==> src/rtl/seq_player.sv <==
// Expands a latched seed into 16 two-bit colours and plays the first `round` of them on one-hot LEDs.
// Optional macro SEQ_LFSR_EN replaces direct seed slicing with a 16-cycle Galois LFSR expansion.
module seq_player #(
   parameter int ON_CYCLES  = 12_500_000,
   parameter int GAP_CYCLES = 6_250_000
) (
   input  logic        clk,
   input  logic        reset,
   input  logic [31:0] seed,
   input  logic        load,
   input  logic        start,
   input  logic [4:0]  round,
   output logic        busy,
   output logic [3:0]  led,
   output logic        done,
   input  logic [3:0]  q_idx,
   output logic [1:0]  q_color
);
   localparam int MAX_CYC = (ON_CYCLES > GAP_CYCLES) ? ON_CYCLES : GAP_CYCLES;
   localparam int CNT_W   = $clog2(MAX_CYC + 1);
   localparam logic [CNT_W-1:0] ON_LOAD  = CNT_W'(ON_CYCLES - 1);
   localparam logic [CNT_W-1:0] GAP_LOAD = CNT_W'(GAP_CYCLES - 1);

`ifdef SEQ_LFSR_EN
   typedef enum logic [2:0] {IDLE, ON, GAP, FIN, EXPAND} state_t;
   logic [31:0] lfsr_q, lfsr_d;
`else
   typedef enum logic [2:0] {IDLE, ON, GAP, FIN} state_t;
`endif

   state_t            state_q, state_d;
   logic [CNT_W-1:0]  timer_q, timer_d;
   logic [4:0]        step_q, step_d;
   logic [4:0]        r_q, r_d;
   logic [15:0][1:0]  colour_q, colour_d;
   logic [3:0]        led_q, led_d;
   logic              done_q, done_d;
   logic [1:0]        q_color_q, q_color_d;
   logic [4:0]        r_clamp;

   always_comb begin
      state_d   = state_q;
      timer_d   = timer_q;
      step_d    = step_q;
      r_d       = r_q;
      colour_d  = colour_q;
`ifdef SEQ_LFSR_EN
      lfsr_d    = lfsr_q;
`endif
      r_clamp   = (round > 5'd16) ? 5'd16 : round;
      q_color_d = colour_q[q_idx];

      case (state_q)
         IDLE: begin
            // load wins over a simultaneous start
            if (load) begin
`ifdef SEQ_LFSR_EN
               lfsr_d  = (seed == 32'h0) ? 32'h0000_0001 : seed;
               step_d  = 5'd0;
               state_d = EXPAND;
`else
               colour_d = seed;
`endif
            end else if (start) begin
               r_d    = r_clamp;
               step_d = 5'd0;
               if (r_clamp == 5'd0) begin
                  state_d = FIN;
               end else begin
                  state_d = ON;
                  timer_d = ON_LOAD;
               end
            end
         end
         ON: begin
            if (timer_q == '0) begin
               state_d = GAP;
               timer_d = GAP_LOAD;
            end else begin
               timer_d = timer_q - 1'b1;
            end
         end
         GAP: begin
            if (timer_q == '0) begin
               if (step_q == r_q - 5'd1) begin
                  state_d = FIN;
               end else begin
                  step_d  = step_q + 5'd1;
                  state_d = ON;
                  timer_d = ON_LOAD;
               end
            end else begin
               timer_d = timer_q - 1'b1;
            end
         end
         FIN: state_d = IDLE;
`ifdef SEQ_LFSR_EN
         EXPAND: begin
            colour_d[step_q[3:0]] = lfsr_q[1:0];
            lfsr_d = (lfsr_q >> 1) ^ (lfsr_q[0] ? 32'h8020_0003 : 32'h0);
            if (step_q == 5'd15) begin
               state_d = IDLE;
            end else begin
               step_d = step_q + 5'd1;
            end
         end
`endif
         default: state_d = IDLE;
      endcase

      // led/done are registered from the next state so they align with the state they describe
      led_d  = (state_d == ON) ? (4'b0001 << colour_q[step_d[3:0]]) : 4'b0000;
      done_d = (state_d == FIN);
   end

   always_ff @(posedge clk or negedge reset) begin
      if (!reset) begin
         state_q   <= IDLE;
         timer_q   <= '0;
         step_q    <= '0;
         r_q       <= '0;
         colour_q  <= '0;
         led_q     <= '0;
         done_q    <= 1'b0;
         q_color_q <= '0;
`ifdef SEQ_LFSR_EN
         lfsr_q    <= '0;
`endif
      end else begin
         state_q   <= state_d;
         timer_q   <= timer_d;
         step_q    <= step_d;
         r_q       <= r_d;
         colour_q  <= colour_d;
         led_q     <= led_d;
         done_q    <= done_d;
         q_color_q <= q_color_d;
`ifdef SEQ_LFSR_EN
         lfsr_q    <= lfsr_d;
`endif
      end
   end

   assign busy    = (state_q != IDLE);
   assign led     = led_q;
   assign done    = done_q;
   assign q_color = q_color_q;
endmodule

==> config.mk <==
export PLATFORM = sky130hd
export DESIGN_NAME = seq_player
export DESIGN_NICKNAME = d
export VERILOG_FILES = /design/src/rtl/seq_player.sv
export SDC_FILE = /design/constraint.sdc
export NUM_CORES = 1
export LEC_CHECK = 0
export ABC_CLOCK_PERIOD_IN_PS = 4300
export CAP_MARGIN = 20
export CORE_MARGIN = 3
export CORE_UTILIZATION = 56
export CTS_CLUSTER_SIZE = 28
export DETAILED_ROUTE_END_ITERATION = 12
export PLACE_DENSITY = 0.8
export SETUP_SLACK_MARGIN = 0.4
export SLEW_MARGIN = 10
export SYNTH_ARGS = -nofsm -noshare
export SYNTH_HDL_FRONTEND = slang
export SYNTH_SLANG_ARGS = --single-unit
==> constraint.sdc <==
create_clock -name clk -period 4.3 [get_ports clk]
set_input_delay 1.075 -clock clk [delete_from_list [all_inputs] [get_ports clk]]
set_output_delay 1.075 -clock clk [all_outputs]
set_load 0.05 [all_outputs]
== Word-level counts from Yosys, hierarchy flattened ==
Index checks and enable logic that the tools add are counted.

* Add/subtract/negate cells: 3
* Order comparisons: 3
* Equal/unequal tests: 11
* Shift operators: 1
* Mux-type cells: 25
* Bitwise logic cells: 1
* Reductions and logical operators: 10

{| class="wikitable"
|+ Operators with widths
! cell !! count
|-
| $mux W24 || 6
|-
| $pmux W24 S3 || 1
|-
| $mux W5 || 5
|-
| $logic_not A24 Y1 || 1
|-
| $sub A24 B1 Y24 const B || 1
|-
| $bmux W2 S4 || 2
|-
| $mux W3 || 4
|-
| $lt A4 B5 Y1 const B || 2
|-
| $ne A2 B2 Y1 const B || 5
|-
| $pmux W5 S2 || 1
|-
| $reduce_and A5 Y1 || 2
|-
| $pmux W3 S3 || 1
|-
| $mux W2 || 4
|-
| $eq A3 B1 Y1 const B || 2
|-
| $eq A3 B2 Y1 const B || 2
|-
| $reduce_bool A3 Y1 || 2
|-
| $add A5 B1 Y5 const B || 1
|-
| $eq A5 B5 Y1 || 1
|-
| $gt A5 B5 Y1 const B || 1
|-
| $logic_not A5 Y1 || 1
|-
| $sub A5 B1 Y5 const B || 1
|-
| $mux W4 || 1
|-
| $shl A1 B2 Y4 const A || 1
|-
| $logic_not A3 Y1 || 1
|-
| 5 further kinds || 5
|}

* Flip-flop bits (word level): 76
* Input port bits: 45
* Output and inout bits: 8
* Logic and storage cells: 78

== Depth between registers and ports, before layout ==
Gate-level depths: netlist of run 1.

* Depth in word-level cells: 9
* Mapped depth: 13
* Depth with buffers taken out: 12

== Worst setup path before layout of run 1 ==
OpenSTA, ideal clock, no wires.

* Kind: reg-to-reg
* Start: register timer_q[8]
* End: register led_q[3] (netlist: led[3])
* Library setup time: 0.120 ns
* Arrival: 3.233 ns
* Data required time: 4.180 ns
* Slack: 0.947 ns
* Stages on the path, launching flop included: 11
* Path buffers: 1
* Period minus slack after synthesis: 3.353 ns
* Cells stage by stage: dfrtp_1 or4_1 or3_4 nor4_4 a31oi_4 buf_6 o21a_1 a211oi_2 a211oi_1 or4_4 and3b_1

* Cells in the longest elaborated chain, start to end: 7
* Elaborated cells between the ends (all ways): 11
* Classes of those cells: eq/ne: 1; shift: 1; mux: 8; reduce/logical: 1

{| class="wikitable"
|+ Ends and longest elaborated chain
! element !! RTL line !! text
|-
| from (decl) || 32 || <nowiki>logic [CNT_W-1:0] timer_q, timer_d;</nowiki>
|-
| from (signal assigned) || 131 || <nowiki>timer_q <= timer_d;</nowiki>
|-
| $logic_not A24 Y1 * || 76, 84 ||
|-
| $mux W5 || 84 || <nowiki>if (timer_q == '0) begin</nowiki>
|-
| $pmux W5 S2 || 53 || <nowiki>case (state_q)</nowiki>
|-
| $bmux W2 S4 || 112 || <nowiki>led_d = (state_d == ON) ? (4'b0001 << colour_q[step_d[3:0]]) : 4'b0000;</nowiki>
|-
| $mux W2 (implied by the code) || 112 ||
|-
| $shl A1 B2 Y4 || 112 ||
|-
| $mux W4 * || 112 ||
|-
| via led_d[3] || 36 || <nowiki>logic [3:0] led_q, led_d;</nowiki>
|-
| to (signal assigned) || 135 || <nowiki>led_q <= led_d;</nowiki>
|-
| to (decl) || 36 ||
|}

Mark *: on every way through the listed nets, which the timed path passes. The rest lies on a longest branch. The select of a mux whose other input is x is not followed.
A chain may end at the register's enable or synchronous reset.

== Worst setup path after layout of run 1 ==
* Start: input port start
* End: register led_q[1] (netlist: led[1])

* Cells in the longest elaborated chain, start to end: 7
* Elaborated cells between the ends (all ways): 11
* Classes of those cells: eq/ne: 1; shift: 1; mux: 9

{| class="wikitable"
|+ Ends and longest elaborated chain
! element !! RTL line !! text
|-
| from (decl) || 11 || <nowiki>input logic start,</nowiki>
|-
| $mux W5 || 64 || <nowiki>end else if (start) begin</nowiki>
|-
| $mux W5 || 56 || <nowiki>if (load) begin</nowiki>
|-
| $pmux W5 S2 || 53 ||
|-
| $bmux W2 S4 || 112 ||
|-
| $mux W2 (implied by the code) || 112 ||
|-
| $shl A1 B2 Y4 || 112 ||
|-
| $mux W4 * || 112 ||
|-
| via led_d[1] || 36 ||
|}

Marked as above.

==> results of run 1 <==
==> worst reg2reg max path, stage by stage, from the launching register on <==
cell	delay, ps
dfrtp_1	420
or4_1	590
or3_4	390
nor4_2	270
buf_4	170
and4_2	410
nor2_4	90
inv_2	180
mux2i_1	200
a2111oi_0	100
or3_1	460
nor3b_1	250
==> flip-flops by register name (all words and copies together), names as in the netlist <==
register and cells:
led 4, step_q 5, r_q 5, state_q 3
timer_q 24, q_color 2, done 1, colour_q 32
==> cells by family after synthesis <==
group | synth area share
compound gates | 0.182
xor+xnor | 0.0101
fa+ha+maj | 0.0116
buf+inv | 0.0431
flops | 0.440
mux | 0.119
other cells | 0.000867
simple gates | 0.193
==> layout by cell type (no fill, tap or decap), types with 9 or more instances in the layout <==
master	netlist	layout
nand2b_1	11	11
clkbuf_8	0	10
nor2_1	49	49
mux2_2	23	23
mux4_2	10	10
clkdlybuf4s50_1	0	51
a21oi_1	28	28
nand2_1	36	36
dfrtp_1	76	76
buf_4	0	9
nor3_1	18	18
o21ai_0	34	34
a211oi_1	9	9
inv_1	21	21
==> final cells by class <==
cell class                 instances  area [sq um]
multi-input combinational        327          2260
fill                             551          2200
sequential                        76          1900
timing repair buffer              60           578
clock buffer                      11           141
tap                               99           124
clock inverter                     5          83.8
inverter                          22          82.6
==> cells in the mapped netlist (all sizes together) (4+ instances only) <==
master / number
dfrtp: 76
nor2: 50
nand2: 36
o21ai: 36
a21oi: 28
mux2: 23
inv: 22
clkbuf: 19
nor3: 18
nand2b: 11
a211oi: 10
a31oi: 10
mux4: 10
nor4: 6
or3: 6
nor2b: 5
nor3b: 5
o21a: 5
or4: 5
a2111oi: 4
and2: 4
buf: 4
ha: 4
nand3: 4
nand3b: 4
o22a: 4
==> power breakdown <==
part	leakage (nW)	internal [mW]	switching [mW]
clock network	0.106	0.345	0.265
registers	0.901	0.808	0.0934
logic	1.03	0.216	0.219
total	2.03	1.37	0.577
==> per-stage QoR <==
step	setup WS (ps)	hold slack [ps]	cells	utilization	area, sq um
after global routing	439	509	600	0.701	5170
after global placement	395	459	584	0.668	4920
after CTS	499	493	600	0.699	5150
after floorplan	947	432	448	-	4330
final	636	498	600	0.701	5170
after detailed placement	241	482	584	0.668	4920
==> how the worst min path moves through the flow <==
stage                       end        start  slack, ps
floorplan           timer_q[19]  timer_q[19]        430
global placement    timer_q[19]  timer_q[19]        460
detailed placement  timer_q[19]  timer_q[19]        480
CTS                 timer_q[19]  timer_q[19]        490
global route        timer_q[19]  timer_q[19]        510
finish              timer_q[19]  timer_q[19]        500
==> metal layers <==
metal / GRT usage / up-vias / share of wire / wire length (um)
li1: - / 1734 / - / -
met1: 0.348 / 1788 / 0.44 / 4540
met2: 0.376 / 157 / 0.47 / 4830
met3: 0.0497 / 15 / 0.069 / 710
met4: 0.0770 / 0 / 0.014 / 143
met5: 0 / - / 0 / 0
==> impl_metrics.toml, run 1 <==
[power_and_ir_drop]
ir_drop_mv = 0.212
p_leak_nw = 2.03
powerDensity_mw_per_mm2 = 377
total_power_mw = 1.95

[synthesis]
synth_edf_count = 0
syn_area_sq_mm = 0.00433
synth_top_area_cell = "dfrtp_1"
synth_sequential_area_ratio = 0.440
synth.avg_cell_area_sq_um = 9.66
ys_async_sr_fraction = 1.00
post-synth-top-area-fraction = 0.440
synth_warnings = 0
syn_inst = 448
ys_seq_elements = 76
yosysUniqueCellTypes = 64
netlist_top_cells_area = "dfrtp_1 44%, mux2_2 6.0%, mux4_2 5.2%, nor2_1 4.3%, o21ai_0 3.9%"
synth_flop_cell = "dfrtp_1"
syn_nets = 497

[detailed_routing]
vias_per_cell = 6.16
wl_per_cell_um = 17.0
vias = 3694
ant_nets = 0
dr.first_iter.drc_count = 256
drc_errors = 0
first_pass_iters = 5
routed_wl_um = 10200

[global_route]
grt_max_degree = 77
grt_overflow = 0
antenna_found_initial = 0
grt_pass1_vias = 3488
grt_pass1_wl_um = 16800
grt_use_total = 0.244

[timing]
final_max_slew_viol_count = 0
finalCritPeriodShare = 0.852
worstMarginPinSlew_ps = 936
tns_ps = 0
setup-violations-final = 0
rsz0062_at_grt = "false"
max_slew_margin = 0.376
fmax_ghz = 0.273
fin_crit_ps = 3660
skew_ps = 10.4
hold_viol_final = 0

[layout]
fin_nets = 545
syn_to_final_growth_pct = 19.4
n_antenna_cell = 0
drive_above_1_share = 0.142

[critical_path]
worstPathRequired_ps = 4560
reg2reg_to = "led[2]"
critical-path-top-delay-family = "simple AND/OR/NAND/NOR gates"
crit_path_start = "start"
crit_arrival_ps = 3920
critical_path.cell_chain = "clkdlybuf4s50_1 > nor2b_1 > o221ai_1 > and4_2 > nor2_4 > inv_2 > a21oi_1 > a211oi_1 > or4_4 > nor3b_1"
startpoint_type = "input port"
crit_fanout = 12
reg2reg_from = "timer_q[8]"
cpMaxStageDelayCell = "or4_4"
worstSetupPathType = "input port to flop"
crit_cells = 10
worst-r2r-cell-count = 11
endpoint = "led[1]"
cp.buffers_inverters = 2
r2r_slack_ps = 690
max_stage_delay_ps = 580
cp-end-kind = "flop"

[floorplan]
die_w_um = 93.9
start_util = 0.587
core_sq_mm = 0.00737
die_y_um = 93.9
ios = 53
die_area_sq_mm = 0.00882
rows = 31

[placement]
io_buffers = 52
hpwl_um = 7390
gp_congestion = 0.883

[clocking]
clk_pin_slew_worst_paths_ps = 80
clock-root-buffer = "clkbuf_8"
clk_path_buf_depth = 2
cts_made_buffers = 9
cts_hold_buf = 0
ctsResizeCount = 0
htreeDepth = 3
insertion_delay_ps = 350
clock_sinks = 76
cts_tree = "built"
postCtsSetupRepairBufs = 0

[min_path]
min_path_type = "flop to flop"
whs_path_depth = 1

[run_status]
status = "complete, no violations"

[flow_run]
max-cap-violations = 0
No activity file was read; power rests on OpenSTA's default activity.
==> run 2: changes to the inputs <==
--- a/config.mk
+++ b/config.mk
@@ -17,3 +17,4 @@
 export SYNTH_ARGS = -nofsm -noshare
 export SYNTH_HDL_FRONTEND = slang
 export SYNTH_SLANG_ARGS = --single-unit
+export TNS_END_PERCENT = 100
==> results of run 2 <==
Same layout as run 1: the final DEF is identical, and so are final timing and power.
==> run 3: changes to the inputs <==
--- a/config.mk
+++ b/config.mk
@@ -6,12 +6,11 @@
 export NUM_CORES = 1
 export LEC_CHECK = 0
 export ABC_CLOCK_PERIOD_IN_PS = 4300
-export CAP_MARGIN = 20
 export CORE_MARGIN = 3
 export CORE_UTILIZATION = 56
 export CTS_CLUSTER_SIZE = 28
 export DETAILED_ROUTE_END_ITERATION = 12
-export PLACE_DENSITY = 0.8
+export PLACE_DENSITY = 0.82
 export SETUP_SLACK_MARGIN = 0.4
 export SLEW_MARGIN = 10
 export SYNTH_ARGS = -nofsm -noshare
==> impl_metrics.toml, run 3 (synthesis results as in run 1) <==
[floorplan]
die_area_sq_mm = 0.00882
rows = 31
die_w_um = 93.9
core_sq_mm = 0.00737
start_util = 0.587
die_y_um = 93.9
ios = 53

[clocking]
clk_path_buf_depth = 2
clock_sinks = 76
insertion_delay_ps = 360
cts_made_buffers = 9
clk_pin_slew_worst_paths_ps = 80
htreeDepth = 3
clock-root-buffer = "clkbuf_8"
cts_tree = "built"

[layout]
largest_reg_flops = 32
reg.largest.list = "colour_q: 32 flops, timer_q: 24 flops"
drive_above_1_share = 0.138
final_common_cell = "dfrtp_1"
final_cells = 599
fin_nets = 544
n_antenna_cell = 0
syn_to_final_growth_pct = 18.9
fin_area_sq_mm = 0.00514
regMostFlops = "colour_q"
final_cell_mix = "76 x dfrtp_1, 51 x clkdlybuf4s50_1, 49 x nor2_1"

[placement]
hpwl_um = 7110
placed_area_sq_mm = 0.00491
place_ws_ps = 294
place_inst = 582
gp_congestion = 0.889
io_buffers = 52

[critical_path]
worstPathRequired_ps = 4540
startpoint_type = "flop"
crit_fanout = 16
crit_arrival_ps = 3920
worstSetupPathType = "flop to flop"
cp-end-kind = "flop"

[timing]
hold_viol_final = 0
setup-violations-final = 0
max_slew_margin = 0.376
rsz0062_at_grt = "false"
layout_setup_ws_ps = 623
worstMarginPinSlew_ps = 935
fmax_ghz = 0.272
tns_ps = 0
finalCritPeriodShare = 0.855
hold_ws_ps = 488
fin_crit_ps = 3680
final_max_slew_viol_count = 0
skew_ps = 15.8

[detailed_routing]
vias_per_cell = 6.12
ant_nets = 0
routed_wl_um = 10200
wl_per_cell_um = 17.1
first_pass_iters = 5
drc_errors = 0
vias = 3666
dr.first_iter.drc_count = 237

[flow_run]
max-cap-violations = 0

[global_route]
grt_pass1_wl_um = 17000
grt_overflow = 0
grt_pass1_vias = 3595
antenna_found_initial = 0
grt_max_degree = 77
grt_use_total = 0.243

[power_and_ir_drop]
powerDensity_mw_per_mm2 = 375
ir_drop_mv = 0.196
p_leak_nw = 2.05

[min_path]
min_path_type = "flop to flop"

[run_status]
status = "complete, no violations"
[run 3: layout make-up]
| class | count | area [sq um] |
|---|---|---|
| clock buffers | 10 | 128 |
| clock inverters | 6 | 88.8 |
| fillers | 572 | 2220 |
| inverters | 22 | 82.6 |
| multi-input cells | 327 | 2250 |
| flip-flops and latches | 76 | 1900 |
| well taps | 99 | 124 |
| repair buffers | 59 | 571 |
[run 3: routing by layer]
metal,up-vias,wire [um],GRT usage
li1,1712,-,-
met1,1809,4550,0.328
met2,123,4920,0.389
met3,22,559,0.0385
met4,0,213,0.105
met5,-,0,0
[run 3: path summary, 6_finish.rpt]
check	startpoint	end	slack, ps	depth (start not counted)
setup reg to reg	timer_q[8]	led[3]	620	9
max in group asynchronous	reset	led[2]	2830	1
min in group asynchronous	reset	r_q[2]	850	1
hold / removal	timer_q[19]	timer_q[19]	490	1
hold reg to reg	timer_q[19]	timer_q[19]	490	1
setup / recovery	timer_q[8]	led[3]	620	9
[run 3: timing repair]
action                     4_1_cts  5_1_grt
gates resized for setup          1        2
setup endpoints to repair        1        4
pin swaps                        0        1
hold buffers                     0        0
setup buffers                    0        1
[run 3: worst max-delay path: stages, from the launching register on]
cell	delay, ps
dfrtp_1	420
or4_1	570
or3_4	390
nor4_4	400
and2_1	270
o211ai_2	330
a211oi_1	280
a2111oi_0	120
or4_4	600
and3b_1	180
[run 3: report_power, final]
group | total, mW | switching, mW | internal (mW)
registers | 0.900 | 0.0919 | 0.808
logic | 0.428 | 0.214 | 0.214
clock network | 0.603 | 0.276 | 0.327
[run 3: through the flow]
| stage | power, mW | util |
|---|---|---|
| final | 1.93 | 0.698 |
| after global routing | 2.02 | 0.698 |
| after CTS | 1.93 | 0.696 |
| after detailed placement | 1.34 | 0.666 |
| after global placement | 1.32 | 0.666 |
| after floorplan | 1.18 | - |
